<file path="src/rtl/fir_coeff_loader_if.sv">
// Bus-bridge side of the FIR coefficient loader:
// load command and coefficient stream handshakes.
interface fir_coeff_loader_if;
  logic        cmd_valid;
  logic        cmd_ready;
  logic [1:0]  cmd_axis;
  logic [1:0]  cmd_bank;
  logic        cmd_activate;
  logic        coef_valid;
  logic        coef_ready;
  logic [15:0] coef_data;

  modport master (
    output cmd_valid,
    output cmd_axis,
    output cmd_bank,
    output cmd_activate,
    output coef_valid,
    output coef_data,
    input  cmd_ready,
    input  coef_ready
  );

  modport slave (
    input  cmd_valid,
    input  cmd_axis,
    input  cmd_bank,
    input  cmd_activate,
    input  coef_valid,
    input  coef_data,
    output cmd_ready,
    output coef_ready
  );
endinterface

</file>
<file path="src/rtl/fir_coeff_loader.sv">
// Streams one bank of FIR taps into the signal path and
// optionally flips that axis's active bank when it is idle.
module fir_coeff_loader #(
  parameter int         TAPS           = 16,
  parameter int         TIMEOUT_CYCLES = 50000,
  parameter logic [1:0] RESET_BANK     = 2'd0
) (
  input  logic                    sys_clk,
  input  logic                    rst_n,
  fir_coeff_loader_if.slave       bus,
  input  logic                    path_available,
  output logic                    update_en,
  output logic [1:0]              update_axis,
  output logic [1:0]              update_bank,
  output logic [$clog2(TAPS)-1:0] update_index,
  output logic [15:0]             update_value,
  output logic [1:0]              x_bank,
  output logic [1:0]              y_bank,
  output logic [1:0]              z_bank,
  output logic                    busy,
  output logic                    done,
  output logic                    error
);
  localparam int IW = $clog2(TAPS);
  localparam int TW = $clog2(TIMEOUT_CYCLES + 1);
  localparam logic [IW-1:0] LAST_IDX =
    IW'(TAPS - 1);
  localparam logic [TW-1:0] TO_LIMIT =
    TW'(TIMEOUT_CYCLES - 1);

  typedef enum logic [2:0] {
    IDLE,
    LOAD,
    WAIT_SAFE,
    SWITCH,
    DONE
  } state_t;

  state_t        state;
  state_t        state_n;
  logic [1:0]    axis_q;
  logic [1:0]    bank_q;
  logic          act_q;
  logic [IW-1:0] idx;
  logic [TW-1:0] tcnt;
  logic [TW-1:0] tcnt_inc;
  logic [1:0]    cur_bank;
  logic          cmd_fire;
  logic          reject;
  logic          beat;
  logic          abort;
  logic          sw;

  assign bus.cmd_ready  = (state == IDLE);
  assign bus.coef_ready = (state == LOAD);
  assign busy           = (state != IDLE);
  assign done           = (state == DONE);
  assign tcnt_inc       = tcnt + TW'(1);

  always_comb begin
    cur_bank = RESET_BANK;
    unique case (1'b1)
      (bus.cmd_axis == 2'd1): cur_bank = x_bank;
      (bus.cmd_axis == 2'd2): cur_bank = y_bank;
      (bus.cmd_axis == 2'd3): cur_bank = z_bank;
      default:                cur_bank = RESET_BANK;
    endcase
  end

  always_comb begin
    state_n  = state;
    cmd_fire = 1'b0;
    reject   = 1'b0;
    beat     = 1'b0;
    abort    = 1'b0;
    sw       = 1'b0;
    unique case (state)
      IDLE: begin
        if (bus.cmd_valid) begin
          cmd_fire = 1'b1;
          // Loading the live bank would glitch filtering.
          if (bus.cmd_axis == 2'd0 ||
              bus.cmd_bank == cur_bank)
            reject = 1'b1;
          else
            state_n = LOAD;
        end
      end
      LOAD: begin
        if (bus.coef_valid) begin
          beat = 1'b1;
          if (idx == LAST_IDX)
            state_n = act_q ? WAIT_SAFE : DONE;
        end else if (tcnt_inc == TO_LIMIT) begin
          abort   = 1'b1;
          state_n = IDLE;
        end
      end
      WAIT_SAFE: begin
        if (path_available)
          state_n = SWITCH;
      end
      SWITCH: begin
        sw      = 1'b1;
        state_n = DONE;
      end
      DONE:    state_n = IDLE;
      default: state_n = IDLE;
    endcase
  end

  always_ff @(posedge sys_clk or negedge rst_n) begin
    if (!rst_n)
      state <= IDLE;
    else
      state <= state_n;
  end

  always_ff @(posedge sys_clk or negedge rst_n) begin
    if (!rst_n) begin
      axis_q       <= 2'd0;
      bank_q       <= 2'd0;
      act_q        <= 1'b0;
      idx          <= '0;
      tcnt         <= '0;
      update_en    <= 1'b0;
      update_axis  <= 2'd0;
      update_bank  <= 2'd0;
      update_index <= '0;
      update_value <= 16'd0;
      x_bank       <= RESET_BANK;
      y_bank       <= RESET_BANK;
      z_bank       <= RESET_BANK;
      error        <= 1'b0;
    end else begin
      update_en <= beat;
      error     <= reject | abort;
      if (cmd_fire) begin
        axis_q <= bus.cmd_axis;
        bank_q <= bus.cmd_bank;
        act_q  <= bus.cmd_activate;
        idx    <= '0;
        tcnt   <= '0;
      end
      if (beat) begin
        update_axis  <= axis_q;
        update_bank  <= bank_q;
        update_index <= idx;
        update_value <= bus.coef_data;
        idx          <= idx + IW'(1);
        tcnt         <= '0;
      end else if (state == LOAD) begin
        tcnt <= tcnt_inc;
      end
      if (sw) begin
        case (axis_q)
          2'd1:    x_bank <= bank_q;
          2'd2:    y_bank <= bank_q;
          2'd3:    z_bank <= bank_q;
          default: ;
        endcase
      end
    end
  end
endmodule

</file>
<file path="src/flat_wrapper.sv">
// flat-port wrapper written by rule: the top's interface ports become plain ports
module fir_coeff_loader_flat 
#(
  parameter int         TAPS           = 16,
  parameter int         TIMEOUT_CYCLES = 50000,
  parameter logic [1:0] RESET_BANK     = 2'd0
)
  (sys_clk, rst_n, path_available, update_en, update_axis, update_bank, update_index, update_value, x_bank, y_bank, z_bank, busy, done, error, bus_cmd_valid, bus_cmd_axis, bus_cmd_bank, bus_cmd_activate, bus_coef_valid, bus_coef_data, bus_cmd_ready, bus_coef_ready);
  fir_coeff_loader_if bus_i ();
  input  logic sys_clk;
  input  logic rst_n;
  input  logic path_available;
  output logic update_en;
  output logic [1:0] update_axis;
  output logic [1:0] update_bank;
  output logic [$clog2(TAPS)-1:0] update_index;
  output logic [15:0] update_value;
  output logic [1:0] x_bank;
  output logic [1:0] y_bank;
  output logic [1:0] z_bank;
  output logic busy;
  output logic done;
  output logic error;
  input wire logic [$bits(bus_i.cmd_valid)-1:0] bus_cmd_valid;
  input wire logic [$bits(bus_i.cmd_axis)-1:0] bus_cmd_axis;
  input wire logic [$bits(bus_i.cmd_bank)-1:0] bus_cmd_bank;
  input wire logic [$bits(bus_i.cmd_activate)-1:0] bus_cmd_activate;
  input wire logic [$bits(bus_i.coef_valid)-1:0] bus_coef_valid;
  input wire logic [$bits(bus_i.coef_data)-1:0] bus_coef_data;
  output wire logic [$bits(bus_i.cmd_ready)-1:0] bus_cmd_ready;
  output wire logic [$bits(bus_i.coef_ready)-1:0] bus_coef_ready;
  assign bus_i.cmd_valid = bus_cmd_valid;
  assign bus_i.cmd_axis = bus_cmd_axis;
  assign bus_i.cmd_bank = bus_cmd_bank;
  assign bus_i.cmd_activate = bus_cmd_activate;
  assign bus_i.coef_valid = bus_coef_valid;
  assign bus_i.coef_data = bus_coef_data;
  assign bus_cmd_ready = bus_i.cmd_ready;
  assign bus_coef_ready = bus_i.coef_ready;
  fir_coeff_loader #(.TAPS(TAPS), .TIMEOUT_CYCLES(TIMEOUT_CYCLES), .RESET_BANK(RESET_BANK)) u_core (.sys_clk(sys_clk), .rst_n(rst_n), .bus(bus_i), .path_available(path_available), .update_en(update_en), .update_axis(update_axis), .update_bank(update_bank), .update_index(update_index), .update_value(update_value), .x_bank(x_bank), .y_bank(y_bank), .z_bank(z_bank), .busy(busy), .done(done), .error(error));
endmodule
</file>
<file path="config.mk">
export PLATFORM = sky130hd
export DESIGN_NAME = fir_coeff_loader_flat
export DESIGN_NICKNAME = d
export VERILOG_FILES = /design/src/rtl/fir_coeff_loader_if.sv /design/src/rtl/fir_coeff_loader.sv /design/src/flat_wrapper.sv
export SDC_FILE = /design/constraint.sdc
export NUM_CORES = 1
export LEC_CHECK = 0
export CAP_MARGIN = 20
export CORE_AREA = 2 2 80 101
export DETAILED_ROUTE_END_ITERATION = 7
export DIE_AREA = 0 0 82 103
export PLACE_DENSITY_LB_ADDON = 0.1
export SLEW_MARGIN = 20
export SYNTH_ARGS = -nofsm -noshare
export SYNTH_HDL_FRONTEND = slang
export SYNTH_SLANG_ARGS = --single-unit
</file>
<file path="constraint.sdc">
create_clock -name sys_clk -period 2.2 [get_ports sys_clk]
set_input_delay 0.44 -clock sys_clk [delete_from_list [all_inputs] [get_ports sys_clk]]
set_output_delay 0.44 -clock sys_clk [all_outputs]
set_load 0.05 [all_outputs]
</file>
==> summary.json, run 1 <==
{
  "dieWidth_um": 82,
  "grt_antenna_before_repair": 0,
  "timing.hold.ws_ns": 0.09102,
  "synth_largest_type_area_fraction_pct": 52.93,
  "timing.final.max_slew_violations": 0,
  "crit-reg2reg-capture": "u_core.state[0]",
  "mostFrequentLayoutCells": "93 x nand2_1, 58 x dfrtp_1, 56 x clkdlybuf4s50_1",
  "post-route-min-period_ns": 2.060,
  "synth-simple-area-share_pct": 24.44,
  "path_depth": 6,
  "r2r_start": "u_core.tcnt[4]",
  "max_buffers_root_to_sink": 2,
  "achievable-frequency_mhz": 485.4,
  "synth.ff_latch_count": 60,
  "worst_clock_skew_ns": 0.007602,
  "io_pins": 62,
  "synthCells": 302,
  "final_area_mm2": 0.003792,
  "setup_total_negative_slack_ns": 0,
  "post-synth-top-area-cell": "dfrtp_1",
  "path_max_fanout": 8,
  "fp-row-count": 36,
  "layout_commonest_cell": "nand2_1",
  "place.port_buffers": 61,
  "run_status": "finished, final reports clean",
  "antenna_cells": 0,
  "drt-pass1-iter-count": 4,
  "drv_cap": 0,
  "final.period_utilization_pct": 93.65,
  "clock_sink_count": 60,
  "place_area_mm2": 0.003605,
  "vias": 2371,
  "complex_gate_fraction_of_the_synthesized_area_pct": 10.45,
  "synth_edf_count": 0,
  "crit_required_ns": 2.42,
  "die-area_mm2": 0.008446,
  "post_synth.cell_area_avg_um2": 9.392,
  "worstPathBufferInverterCount": 0,
  "nets": 398,
  "worst-r2r-setup-slack_ns": 0.14,
  "drive_gt1_share_pct": 13.98,
  "ctsRootBufferMaster": "clkbuf_8",
  "crit_family": "simple AND/OR/NAND/NOR gates",
  "utilization_pct": 50.12,
  "slowest_stage": "dfrtp_1",
  "vias_per_cell": 5.077,
  "placeableCoreArea_mm2": 0.007567,
  "timing.final.setup_violations": 0,
  "gp_congestion": 0.7715,
  "dr.first_iter.drc_count": 179,
  "cp.arrival_ns": 2.28,
  "grt_pass1_vias": 2344,
  "ys_async_sr_fraction_pct": 100.0,
  "power.ir.vdd_worst_uv": 897.6,
  "power.density_cell_area_mw_per_mm2": 1385,
  "critPathCaptureType": "register",
  "clock_tree_from_tritoncts": "built",
  "netlist_top_cells_area": "dfrtp_1 53%, nand2_1 12%, o21ai_0 4.8%",
  "rsz0062_at_grt": "false",
  "syn_area_mm2": 0.002836,
  "postCtsSetupRepairBufs": 0,
  "total_leakage_power_nw": 1.723,
  "synth_warn": 0,
  "slew-limit-headroom_pct": 57.44,
  "detail-route-antenna-nets": 0,
  "cts-htree-levels": 3,
  "cts_made_buffers": 9,
  "synth.mux.area_fraction_pct": 4.676,
  "worst-r2r-cell-count": 6,
  "synth.distinct_cells": 43,
  "timing_worst_slew_pin_value_ns": 0.6377,
  "critPathMaxStageDelay_ns": 0.51,
  "crit_chain": "nand3_4 -> nor3_4 -> xnor2_1 -> nor4_2 -> o2111ai_1 -> a221o_1",
  "synth-xor-area-share_pct": 3.397,
  "clock_latency_ns": 0.34,
  "finalNonFillerCells": 467,
  "hold_class": "primary input to asynchronous set/reset pin",
  "grt_usage_pct": 17.55,
  "synth_fp_nets": 331,
  "ys_seq_area_share_pct": 52.93,
  "grt_pass1_wl_mm": 11.07,
  "routed_wirelength_mm": 6.595,
  "globalRoute.totalOverflow": 0,
  "synth_adder_area_share_pct": 1.323,
  "worst_setup_hold_path_clk_slew_ns": 0.07,
  "routed_wire_length_per_instance_um": 14.12,
  "initial_utilization_pct": 37.48,
  "final-hold-violation-count": 0,
  "cts_hold_repair.buffers": 0,
  "worst_setup_path_start_kind": "register",
  "grt_max_degree": 61,
  "flow.area_growth_from_synthesis_pct": 33.70,
  "detailed_place_hpwl_mm": 4.473,
  "place.detailed.instances": 453,
  "path_class": "register to register",
  "post-route-drc-count": 0,
  "synth_top_family_by_area": "simple AND/OR/NAND/NOR gates",
  "die_h_um": 103,
  "yosys_most_used_dff": "dfrtp_1"
}
==> power breakdown <==
group,internal [mW],leakage (nW),switching (mW)
Combinational,0.919,0.845,1.71
Sequential,1.44,0.784,0.284
Clock,0.484,0.0941,0.408
==> area by class of cell <==
cell class / count / area [um^2]
fillers: 744 / 3775
flip-flops and latches: 60 / 1504
multi-input cells: 224 / 1281
repair buffers: 69 / 694.4
clock buffers: 12 / 165.2
well taps: 95 / 118.9
inverters: 5 / 18.77
clock inverters: 2 / 10.01
==> repair_timing <==
item	4_1_cts	5_1_grt
endpoints found under the setup margin	1	13
gates resized for setup	1	5
hold endpoints to repair	0	0
==> layer usage <==
layer | routed length (um) | share of wire [%] | global-route usage, % | vias to the layer above
li1 | - | - | - | 1162
met1 | 2883 | 44 | 21.72 | 1154
met2 | 3365 | 51 | 28.21 | 44
met3 | 199 | 3.0 | 3.678 | 11
met4 | 146 | 2.2 | 10.13 | 0
met5 | 0 | 0 | 0 | -
==> worst max path at each step <==
stage / end / slack, ns / start
2_1_floorplan: done / 0.09 / u_core.state[1]
3_3_place_gp: u_core.tcnt[7] / -0.006 / bus_cmd_valid
3_5_place_dp: u_core.tcnt[7] / -0.07 / bus_cmd_valid
4_1_cts: u_core.state[0] / 0.04 / u_core.tcnt[1]
5_1_grt: u_core.state[0] / 0.005 / u_core.tcnt[3]
6_report: u_core.state[0] / 0.14 / u_core.tcnt[4]
==> sequential cells by signal (all words and copies together), names as in the netlist, 2 cells and up <==
name,flops
u_core.y_bank,2
u_core.update_axis,2
u_core.x_bank,2
u_core.idx,4
u_core.axis_q,2
u_core.z_bank,2
u_core.update_index,4
u_core.update_value,16
u_core.bank_q,2
u_core.state,3
u_core.tcnt,16
u_core.update_bank,2
==> cell usage after synthesis (all sizes together) (5+ instances only) <==
| library cell | count |
|---|---|
| nand4 | 5 |
| nand3 | 11 |
| nor2 | 17 |
| o21ai | 27 |
| nor3 | 6 |
| dfrtp | 60 |
| inv | 5 |
| nand2 | 93 |
| buf | 6 |
| clkbuf | 7 |
| xor2 | 7 |
| mux2 | 10 |
==> through the flow <==
stage / setup slack [ns] / power [mW]
after global placement: -0.006027 / 4.372
after floorplan: 0.08728 / 3.445
after global routing: 0.005332 / 5.598
after detailed placement: -0.06712 / 4.406
final: 0.1397 / 5.253
after CTS: 0.03669 / 5.320
==> cell families after synthesis <==
family	after synthesis
AOI/OAI and AO/OA	49
xor gates and xnor gates	11
adders and majority gates	3
buffers and inverters	18
DFF	60
muxes	12
and+or+nand+nor	149
No activity file was read; power rests on OpenSTA's default activity.
==> run 2, diff against run 1 <==
ABC_AREA = 1   (was not set)
CAP_MARGIN = 40   (was 20)
CORE_AREA = 2 2 81 102   (was 2 2 80 101)
DIE_AREA = 0 0 83 104   (was 0 0 82 103)
==> run 2 against run 1 <==
Compared with the run above: total power grew 3.1%; cell count grew 14%; combinational power grew 2%; clock power grew 16%; routed wire length grew 5.2%; final area grew 2.0%; highest routed layer unchanged; via count grew 9.1%.
==> summary.json, run 2 <==
{
  "routed_wire_length_per_instance_um": 12.99,
  "drt-pass1-iter-count": 4,
  "grt_max_degree": 28,
  "grt_pass1_wl_mm": 12.00,
  "final.period_utilization_pct": 90.86,
  "vias": 2587,
  "power.density_cell_area_mw_per_mm2": 1399,
  "critPathMaxStageDelay_ns": 0.83,
  "ys_async_sr_fraction_pct": 100.0,
  "power_frac_comb_pct": 49.7,
  "slowest_stage": "clkdlybuf4s50_1",
  "clock_latency_ns": 0.35,
  "grt_antenna_before_repair": 0,
  "synth_top_cells_by_count": "134 x nand2_1, 60 x dfrtp_1, 31 x inv_1, 31 x o21ai_0, 28 x nand3_1",
  "yosys.cell_count.top_type": "nand2_1",
  "critPathCaptureType": "output pin",
  "gp_congestion": 0.9067,
  "final.setup.worst_slack_ns": 0.2010,
  "timing_worst_slew_pin_value_ns": 0.5893,
  "place.port_buffers": 61,
  "globalRoute.totalOverflow": 0,
  "path_max_fanout": 3,
  "nFillCells": 769,
  "post_synth.cell_area_avg_um2": 7.993,
  "hold_class": "primary input to asynchronous set/reset pin",
  "cts_made_buffers": 9,
  "io_pins": 62,
  "worstPathBufferInverterCount": 1,
  "dieWidth_um": 83,
  "ys_seq_area_share_pct": 51.75,
  "grt_usage_pct": 17.34,
  "antenna_cells": 0,
  "mostFrequentLayoutCells": "134 x nand2_1, 60 x dfrtp_1, 56 x clkdlybuf4s50_1",
  "timing.final.max_slew_violations": 0,
  "path_depth": 1,
  "grt_pass1_vias": 2600,
  "worst-r2r-cell-count": 12,
  "timing.final.setup_violations": 0,
  "synthCells": 363,
  "synth_edf_count": 0,
  "max_buffers_root_to_sink": 2,
  "power.ir.vdd_worst_uv": 784.1,
  "total_leakage_power_nw": 1.735,
  "drv_cap": 0,
  "die_h_um": 104,
  "clock_sink_count": 60,
  "placeableCoreArea_mm2": 0.007702,
  "timing.hold.ws_ns": 0.08492,
  "post-route-drc-count": 0,
  "vias_per_cell": 4.845,
  "synth.distinct_cells": 28,
  "run_status": "finished, final reports clean",
  "switching_share_pct": 46.54,
  "routed_wirelength_mm": 6.935,
  "syn_area_mm2": 0.002902,
  "crit_chain": "clkdlybuf4s50_1",
  "slew-limit-headroom_pct": 60.71,
  "p_int_mw": 2.895,
  "power.clock.fraction_pct": 19.2,
  "die-area_mm2": 0.008632,
  "finalNonFillerCells": 534,
  "flow.area_growth_from_synthesis_pct": 33.38,
  "cts_hold_repair.buffers": 0,
  "place.detailed.instances": 519,
  "cts-resized-gates": 0,
  "nets": 464,
  "postCtsSetupRepairBufs": 0,
  "cp.arrival_ns": 1.56,
  "dr.first_iter.drc_count": 96,
  "rsz0062_at_grt": "false",
  "worst_setup_path_start_kind": "register",
  "synth_fp_nets": 392,
  "worst_clock_skew_ns": 0.01649,
  "detailed_place_hpwl_mm": 5.103,
  "synth_warn": 0,
  "clock_tree_from_tritoncts": "built",
  "crit_required_ns": 1.76,
  "fp-row-count": 36,
  "dp_slack_ns": 0.1421,
  "synth.ff_latch_count": 60,
  "netlist_top_cells_area": "dfrtp_1 52%, nand2_1 17%, o21ai_0 5.3%",
  "final-hold-violation-count": 0,
  "post-synth-top-area-cell": "dfrtp_1",
  "detail-route-antenna-nets": 0,
  "cts-htree-levels": 3,
  "yosys_most_used_dff": "dfrtp_1",
  "drive_gt1_share_pct": 10.93,
  "ctsRootBufferMaster": "clkbuf_8",
  "synth_largest_type_area_fraction_pct": 51.75,
  "achievable-frequency_mhz": 500.3,
  "design_power_total_mw": 5.416,
  "initial_utilization_pct": 37.67,
  "crit_family": "buffers and inverters",
  "path_class": "register to output pin",
  "setup_total_negative_slack_ns": 0,
  "post-route-min-period_ns": 1.999,
  "reg.largest.list": "u_core.tcnt x16, u_core.update_value x16",
  "power.net_switching_mw": 2.520,
  "worst_setup_hold_path_clk_slew_ns": 0.08,
  "pwr-share-seq_pct": 31.1,
  "layout_commonest_cell": "nand2_1"
}
==> run 2: worst paths after layout <==
kind                                               from                       to  slack, ns
worst max-delay path                   u_core.y_bank[0]                y_bank[0]       0.20
worst min-delay path                              rst_n           u_core.tcnt[2]       0.08
worst max register to register           u_core.tcnt[1]          u_core.state[0]       0.22
worst min register to register  u_core.update_value[15]  u_core.update_value[15]       0.47
max in group asynchronous                         rst_n   u_core.update_value[4]       1.52
min in group sys_clk            u_core.update_value[15]  u_core.update_value[15]       0.47
==> run 2: final cells by class <==
cell class / count / area, um^2 / share of cell area (%)
clock buffer: 12 / 165.2 / 4.268
clock inverter: 3 / 45.04 / 1.164
inverter: 35 / 131.4 / 3.395
tap: 95 / 118.9 / 3.071
multi-input combinational: 261 / 1235 / 31.91
timing repair buffer: 68 / 673.1 / 17.39
sequential: 60 / 1501 / 38.80
==> run 2: metal layers <==
metal	vias up	global-route usage, %	part of all wire (%)
met1	1204	20.42	44
met2	55	28.80	49
li1	1314	-	-
met4	0	7.963	2.8
met5	-	0	0
met3	14	5.397	4.3
==> run 2: cells by family (layout without fill, tap and decap cells) <==
group | after synthesis | count (layout) | synth area share [%]
AOI/OAI and AO/OA | 47 | 47 | 8.797
adders and majority gates | 3 | 3 | 1.294
and+or+nand+nor | 208 | 208 | 31.48
DFF | 60 | 60 | 51.75
buffers and inverters | 42 | 118 | 5.778
xor gates and xnor gates | 3 | 3 | 0.9057
==> run 2: power groups by stage <==
stage                     sequential (mW)  combinational, mW  clock [mW]
after floorplan                      2.51              0.957           0
after global placement               1.69               2.71           0
after detailed placement             1.69               2.73           0
after CTS                            1.68               2.73        1.07
after global routing                 1.73               2.91        1.14
final                                1.68               2.69        1.04
==> run 2: metrics by stage <==
stage	area [um^2]	util (%)
global placement	3660	47.51
global route	3870	50.24
floorplan	2904	-
CTS	3870	50.24
detailed placement	3660	47.51
finish	3870	50.24
==> run 3, diff against run 2 <==
ABC_CLOCK_PERIOD_IN_PS = 2200   (was not set)
==> results of run 3 <==
Final layout, timing and power as in run 2 (identical DEF).
